File: src/rtl/rom_download_sequencer.sv
// Forwards the selected ioctl download onto the core ROM port and keeps the core in reset
// until a complete, contiguous image is resident. Optional checksum check: ROM_DOWNLOAD_SUM_EN.
module rom_download_sequencer #(
    parameter logic [7:0]  ROM_INDEX    = 8'd0,
    parameter logic [16:0] ROM_BYTES    = 17'd24576,
    parameter int          HOLD_CYCLES  = 16,
    parameter logic [15:0] EXPECTED_SUM = 16'h0000
) (
    input  logic        clk,
    input  logic        reset,
    input  logic        ioctl_download,
    input  logic [7:0]  ioctl_index,
    input  logic        ioctl_wr,
    input  logic [24:0] ioctl_addr,
    input  logic [7:0]  ioctl_dout,
    output logic [15:0] dn_addr,
    output logic [7:0]  dn_data,
    output logic        dn_wr,
    output logic        core_reset,
    output logic        load_done,
    output logic        load_error,
    output logic [16:0] byte_count,
    output logic [15:0] sum
);

    typedef enum logic [2:0] {
        IDLE,
        LOAD,
        CHECK,
        HOLD,
        DONE,
        ERROR
    } state_t;

    localparam logic [24:0] ROM_LIMIT = {8'd0, ROM_BYTES};
    localparam logic [15:0] HOLD_LAST = 16'(HOLD_CYCLES - 1);

    state_t      state;
    state_t      state_next;
    logic        sel;
    logic        sel_q;
    logic        sel_rise;
    logic        start_load;
    logic        accept;
    logic        in_range;
    logic        addr_gap;
    logic        count_full;
    logic        sum_ok;
    logic        load_good;
    logic        gap_err;
    logic        ovf_err;
    logic [15:0] hold_cnt;

    assign sel        = ioctl_download && (ioctl_index == ROM_INDEX);
    assign sel_rise   = sel && !sel_q;
    assign in_range   = ioctl_addr < ROM_LIMIT;
    assign addr_gap   = ioctl_addr != {8'd0, byte_count};
    assign count_full = byte_count == ROM_BYTES;
    assign load_good  = count_full && !gap_err && !ovf_err && sum_ok;

    always_ff @(posedge clk) begin
        if (reset) begin
            state <= IDLE;
        end else begin
            state <= state_next;
        end
    end

    always_comb begin
        state_next = state;
        start_load = 1'b0;
        accept     = 1'b0;
        case (state)
            IDLE: begin
                if (sel) begin
                    state_next = LOAD;
                    start_load = 1'b1;
                end
            end
            LOAD: begin
                // a strobe in the cycle sel drops still belongs to this image
                accept = ioctl_wr;
                if (!sel) begin
                    state_next = CHECK;
                end
            end
            CHECK: begin
                state_next = load_good ? HOLD : ERROR;
            end
            HOLD: begin
                if (hold_cnt == HOLD_LAST) begin
                    state_next = DONE;
                end
            end
            DONE, ERROR: begin
                if (sel_rise) begin
                    state_next = LOAD;
                    start_load = 1'b1;
                end
            end
            default: begin
                state_next = IDLE;
            end
        endcase
    end

    always_ff @(posedge clk) begin
        if (reset) begin
            sel_q      <= 1'b0;
            dn_addr    <= '0;
            dn_data    <= '0;
            dn_wr      <= 1'b0;
            core_reset <= 1'b1;
            load_done  <= 1'b0;
            load_error <= 1'b0;
            byte_count <= '0;
            gap_err    <= 1'b0;
            ovf_err    <= 1'b0;
            hold_cnt   <= '0;
        end else begin
            sel_q      <= sel;
            dn_wr      <= 1'b0;
            core_reset <= (state_next != DONE);
            load_done  <= (state_next == DONE);
            load_error <= (state_next == ERROR);
            hold_cnt   <= (state == HOLD) ? hold_cnt + 16'd1 : 16'd0;
            if (start_load) begin
                byte_count <= '0;
                gap_err    <= 1'b0;
                ovf_err    <= 1'b0;
            end else if (accept) begin
                if (in_range) begin
                    dn_wr   <= 1'b1;
                    dn_addr <= ioctl_addr[15:0];
                    dn_data <= ioctl_dout;
                    if (addr_gap) begin
                        gap_err <= 1'b1;
                    end
                    // surplus bytes saturate the count and are flagged instead of wrapping
                    if (count_full) begin
                        ovf_err <= 1'b1;
                    end else begin
                        byte_count <= byte_count + 17'd1;
                    end
                end else begin
                    ovf_err <= 1'b1;
                end
            end
        end
    end

`ifdef ROM_DOWNLOAD_SUM_EN
    always_ff @(posedge clk) begin
        if (reset) begin
            sum <= '0;
        end else if (start_load) begin
            sum <= '0;
        end else if (accept && in_range) begin
            sum <= sum + {8'd0, ioctl_dout};
        end
    end

    assign sum_ok = (sum == EXPECTED_SUM);
`else
    logic unused_sum_cfg;

    assign sum            = '0;
    assign sum_ok         = 1'b1;
    assign unused_sum_cfg = ^EXPECTED_SUM;
`endif

endmodule
File: config.mk
export PLATFORM = sky130hd
export DESIGN_NAME = rom_download_sequencer
export DESIGN_NICKNAME = d
export VERILOG_FILES = /design/src/rtl/rom_download_sequencer.sv
export SDC_FILE = /design/constraint.sdc
export NUM_CORES = 1
export LEC_CHECK = 0
export ABC_CLOCK_PERIOD_IN_PS = 4200
export CAP_MARGIN = 30
export CORE_MARGIN = 10
export CORE_UTILIZATION = 53
export DETAILED_ROUTE_END_ITERATION = 8
export DONT_BUFFER_PORTS = 1
export PLACE_DENSITY_LB_ADDON = 0.1
export RECOVER_POWER = 25
export REMOVE_ABC_BUFFERS = 1
export SLEW_MARGIN = 20
export SYNTH_ARGS = -nofsm -noshare
export SYNTH_HDL_FRONTEND = slang
export SYNTH_SLANG_ARGS = --single-unit
File: constraint.sdc
create_clock -name clk -period 4.2 [get_ports clk]
set_input_delay 0.84 -clock clk [delete_from_list [all_inputs] [get_ports clk]]
set_output_delay 0.84 -clock clk [all_outputs]
set_load 0.005 [all_outputs]
==> results of run 1 <==
-- cells by family (layout without fill, tap and decap cells) --
family          count (synthesis)  in the layout  synth area share, %
buf+inv                        42             28                7.370
simple gates                  170            170                27.24
compound gates                 44             44                7.858
flops                          67             67                43.65
fa+ha+maj                       3              3                1.222
xor+xnor                       44             44                12.54
other cells                     1             16               0.1220
-- sequential cells by signal (all words and copies together) (netlist names), 3 cells and up --
name        count
byte_count     17
hold_cnt       16
dn_addr        16
state           3
dn_data         8
-- routing by layer --
layer	part of all wire, %	wire (um)
met5	0	0
met3	12	878
met4	2.5	191
met2	47	3554
met1	39	2989
-- per-stage QoR --
step	util [%]	TNS (ps)
6_report	58.36	0
5_1_grt	58.36	0
4_1_cts	58.36	0
3_5_place_dp	54.75	0
3_3_place_gp	54.75	0
2_1_floorplan	-	-1193
-- power breakdown --
group,switching [uW],internal [uW],total [uW]
clock network,249,290,539
logic,10.9,7.36,18.3
registers,0.0744,635,635
-- worst max-delay path: stages --
cell and delay, ps:
or4_1 600, or4b_4 720, or3b_4 470, or3_1 320, a21oi_1 140
-- final cells by class --
cell class | count | area, um2 | share of cell area, %
clock buffers | 10 | 137.6 | 4.231
flip-flops and latches | 67 | 1341 | 41.23
repair buffers | 2 | 15.01 | 0.4615
inverters | 10 | 37.54 | 1.154
well taps | 72 | 90.09 | 2.769
multi-input cells | 277 | 1568 | 48.19
clock inverters | 6 | 63.81 | 1.962
-- worst paths after layout --
path	startpoint	endpoint	slack [ps]
max	ioctl_addr[24]	byte_count[8]	1390
min	hold_cnt[0]	hold_cnt[0]	470
max reg2reg	state[2]	byte_count[8]	1690
min reg2reg	hold_cnt[0]	hold_cnt[0]	470
-- synthesized netlist by cell type --
cell	instances	area share, %
a21oi_1	30	4.9
a31oi_1	2	0.41
clkbuf_1	14	1.7
nor3_1	5	0.81
o211ai_1	2	0.49
xor2_1	28	8.0
or4_4	1	0.37
buf_6	1	0.37
inv_1	10	1.2
ha_1	3	1.2
dfxtp_1	67	44
or3_1	7	1.4
nor2_1	38	4.6
buf_2	1	0.16
nor2b_1	2	0.41
nand2_1	59	7.2
nand3_1	17	2.8
o21bai_1	2	0.49
a21o_1	1	0.24
or3b_4	1	0.37
and2_1	1	0.20
or4_1	4	0.98
or4b_4	1	0.45
o21ai_0	5	0.81
nand4b_1	1	0.29
o221ai_1	1	0.29
conb_1	1	0.12
a211oi_1	1	0.24
nor4bb_1	1	0.33
nor3b_1	1	0.24
nand2b_1	1	0.20
and3_1	6	1.2
or4b_1	1	0.33
buf_4	16	3.9
nand4bb_1	1	0.37
or2_2	1	0.20
nor4_1	12	2.4
xnor2_1	16	4.6
nor4b_1	2	0.57
nand4_1	7	1.4
==> results.json, run 1 <==
{
  "via_per_inst": 5.482,
  "drc": 0,
  "hpwl_mm": 5.722,
  "via_count": 2434,
  "cts.repair.resized": 0,
  "ys_warn_count": 0,
  "ir_worst_vdd_v": 0.0002051,
  "fin_crit_ps": 2812,
  "dp.cells": 428,
  "netlist_area_um2": 3073,
  "wirelength_mm": 7.613,
  "worstMarginPinSlew_ps": 573.0,
  "row_count": 27,
  "core_area_um2": 5574,
  "yosysUniqueCellTypes": 40,
  "fill_cells": 536,
  "max_freq_mhz": 355.7,
  "grt_pass1_wl_mm": 11.69,
  "post-place-ws_ps": 1037,
  "critPathRequiredTime_ps": 4480,
  "gp_congestion": 0.8056,
  "ff2ff_path_depth": 5,
  "fin_ws_ps": 1388,
  "whs_ps": 471.6,
  "drtIter0Drc": 72,
  "grt-ovfl-total": 0,
  "instances_no_fill": 444,
  "track_usage_pct": 16.37,
  "num_antenna_cells": 0,
  "clkSinkCount": 67,
  "root_buffer": "clkbuf_8",
  "ioPinCount": 106,
  "insertion_delay_ps": 340,
  "min_period_over_period_pct": 66.95,
  "globalRoute.busiestLayer": "met2",
  "ys_ff_latch": 67,
  "critPathMaxFanout": 34,
  "postRouteAntennaNets": 0,
  "clockBufferDepth": 2,
  "rsz0062_at_grt": "false",
  "antenna_found_initial": 0,
  "grt_pass1_vias": 2302,
  "status": "finished, final reports clean",
  "portBuffers": 0,
  "area_growth_syn_to_layout_pct": 5.863,
  "power.leakage_uw": 0.001121,
  "grt_max_degree": 35,
  "final_cell_mix": "dfxtp_1 (67), nand2_1 (59), nor2_1 (38)",
  "cp_data_arrival_time_ps": 3090,
  "gr-usage-met2_pct": 26.01,
  "die_h_um": 96.15,
  "synthCells": 371,
  "cts_tree": "yes",
  "worst_setup_path_start_kind": "primary input",
  "drtPass1Iterations": 4,
  "h-tree-depth": 3,
  "p_per_area_nw_per_um2": 366.4,
  "cap_violations": 0,
  "hold_depth": 1,
  "avgSynthCellArea_um2": 8.283,
  "post_cts_buffers": 0,
  "max_slew_margin_pct": 61.45,
  "path_class": "primary input to register",
  "finClkSkew_ps": 7.138,
  "hold_class": "register to register",
  "avgRoutedWirePerCell_um": 17.15,
  "power_uw": 1192,
  "nets": 415,
  "use_met1_pct": 17.70,
  "hold_buffers": 0,
  "fp.dieArea_um2": 9244,
  "end_kind": "register",
  "drv_slew": 0,
  "die_w_um": 96.15,
  "path_clk_slew_ps": 70,
  "start_util_pct": 55.13,
  "final_layout_size_suffix_gt1_share_pct": 6.183,
  "final_common_cell": "dfxtp_1",
  "setup-violations-final": 0,
  "met3_usage_pct": 8.171,
  "seq_area_frac_synth_pct": 43.65,
  "hold_viol": 0,
  "placed_area_um2": 3052,
  "fin_area_um2": 3253,
  "cts_buffers": 9
}
No activity file was read; power rests on OpenSTA's default activity.
==> run 2: changes to the inputs <==
- ABC_CLOCK_PERIOD_IN_PS: 4200 -> 2900
- clock period: 4.2 -> 2.9 ns (I/O delays scaled with it)
==> results.json, run 2 (synthesized netlist as in run 1, its figures left out) <==
{
  "status": "finished, final reports clean",
  "via_count": 2502,
  "finClkSkew_ps": 5.377,
  "cap_violations": 0,
  "met3_usage_pct": 8.249,
  "r2r_start": "state[2]",
  "power.leakage_uw": 0.001147,
  "drtPass1Iterations": 5,
  "wirelength_mm": 7.822,
  "instances_no_fill": 448,
  "critPathRequiredTime_ps": 3170,
  "largest-register": "byte_count",
  "nets": 420,
  "use_met1_pct": 18.48,
  "power.switching_uw": 356.5,
  "hold_viol": 0,
  "clock_power_share_pct": 45.2,
  "ioPinCount": 106,
  "root_buffer": "clkbuf_8",
  "final_common_cell": "dfxtp_1",
  "antenna_found_initial": 0,
  "final_layout_size_suffix_gt1_share_pct": 6.649,
  "postRouteAntennaNets": 0,
  "drc": 0,
  "p_comb_share_pct": 1.5,
  "critical_path.startpoint": "ioctl_addr[24]",
  "avgRoutedWirePerCell_um": 17.46,
  "area_growth_syn_to_layout_pct": 6.840,
  "fin_crit_ps": 2416,
  "track_usage_pct": 16.74,
  "hold_depth": 1,
  "rr_endpoint": "byte_count[8]",
  "largest_reg_flops": 17,
  "grt_pass1_wl_mm": 11.98,
  "via_per_inst": 5.585,
  "num_antenna_cells": 0,
  "portBuffers": 0,
  "end_kind": "register",
  "max_slew_margin_pct": 59.62,
  "fill_cells": 532,
  "ff2ff_path_depth": 5,
  "clockBufferDepth": 2,
  "clkSinkCount": 67,
  "die_h_um": 96.15,
  "hold_class": "primary input to register",
  "start_util_pct": 55.13,
  "path_clk_slew_ps": 70,
  "pwr-share-seq_pct": 53.3,
  "core_area_um2": 5574,
  "placed_area_um2": 3089,
  "p_per_area_nw_per_um2": 525.7,
  "grt-ovfl-total": 0,
  "top_regs": "byte_count x17, dn_addr x16, hold_cnt x16",
  "gp_congestion": 0.7845,
  "drv_slew": 0,
  "fp.dieArea_um2": 9244,
  "critPathMaxFanout": 10,
  "drtIter0Drc": 108,
  "post_cts_buffers": 0,
  "cp_data_arrival_time_ps": 2690,
  "r2r_slack_ps": 540,
  "rsz0062_at_grt": "false",
  "dp.cells": 433,
  "worstMarginPinSlew_ps": 600.1,
  "grt_max_degree": 31,
  "max_freq_mhz": 413.9,
  "path_class": "primary input to register",
  "grt_pass1_vias": 2339,
  "final_cell_mix": "dfxtp_1 (67), nand2_1 (59), nor2_1 (38)",
  "cts_buffers": 9,
  "die_w_um": 96.15,
  "globalRoute.busiestLayer": "met2",
  "setup-violations-final": 0,
  "critPathCapture": "byte_count[8]",
  "h-tree-depth": 3,
  "row_count": 27,
  "worst_setup_path_start_kind": "primary input",
  "gr-usage-met2_pct": 26.12,
  "hpwl_mm": 5.958,
  "cts.repair.resized": 0,
  "ir_worst_vdd_v": 0.0002642,
  "power_uw": 1726,
  "hold_buffers": 0,
  "cts_tree": "yes",
  "internal_power_uw": 1369,
  "insertion_delay_ps": 340,
  "tns_ps": 0,
  "fin_area_um2": 3283,
  "swShare_pct": 20.66,
  "min_period_over_period_pct": 83.32
}
[run 2: cell types whose count changed in the layout (fill, tap and decap cells not counted)]
cell / before / now
buf_4: 2 / 7
clkbuf_1: 0 / 2
clkbuf_8: 10 / 11
clkinv_2: 2 / 1
clkinvlp_4: 2 / 0
inv_6: 1 / 0
[run 2: critical path, cell delays in order]
cell and delay (ps):
or4_1 590, or4b_4 610, or3b_4 440, or3_1 310, a21oi_1 150
[run 2: how the worst min path moves through the flow]
stage,start,to,slack (ps)
floorplan,hold_cnt[0],hold_cnt[0],430
detailed placement,gap_err,gap_err,460
global placement,hold_cnt[0],hold_cnt[0],450
global route,reset,dn_data[6],290
CTS,reset,dn_addr[2],290
finish,reset,dn_addr[6],300
[run 2: per-stage QoR]
step	hold slack [ps]	util [%]	setup slack, ps
final	298.9	58.90	483.7
after global routing	286.7	58.90	446.3
after CTS	289.9	58.90	504.5
after detailed placement	456.7	55.42	158.8
after global placement	445.2	55.42	192.2
after floorplan	429.5	-	-1286
[run 2: routing by layer]
metal  wire [um]  vias up
li1            -     1225
met1        3019     1171
met2        3656       87
met3         924       19
met4         220        0
met5           0        -
[run 2: power by group through the flow]
stage	registers, uW	logic (uW)	clock network, uW
2_1_floorplan	941	20.7	0
3_3_place_gp	941	25.1	0
3_5_place_dp	941	25.1	0
4_1_cts	920	25.3	790
5_1_grt	919	30.4	829
6_report	920	26.5	780
[run 2: final cells by class]
| cell class | instances | area, um2 | area share (%) |
|---|---|---|---|
| Tap cell | 72 | 90.09 | 2.744 |
| Timing Repair Buffer | 7 | 52.55 | 1.601 |
| Clock inverter | 2 | 35.03 | 1.067 |
| Sequential cell | 67 | 1341 | 40.85 |
| Inverter | 10 | 37.54 | 1.143 |
| Clock buffer | 13 | 158.9 | 4.840 |
| Multi-Input combinational cell | 277 | 1568 | 47.75 |
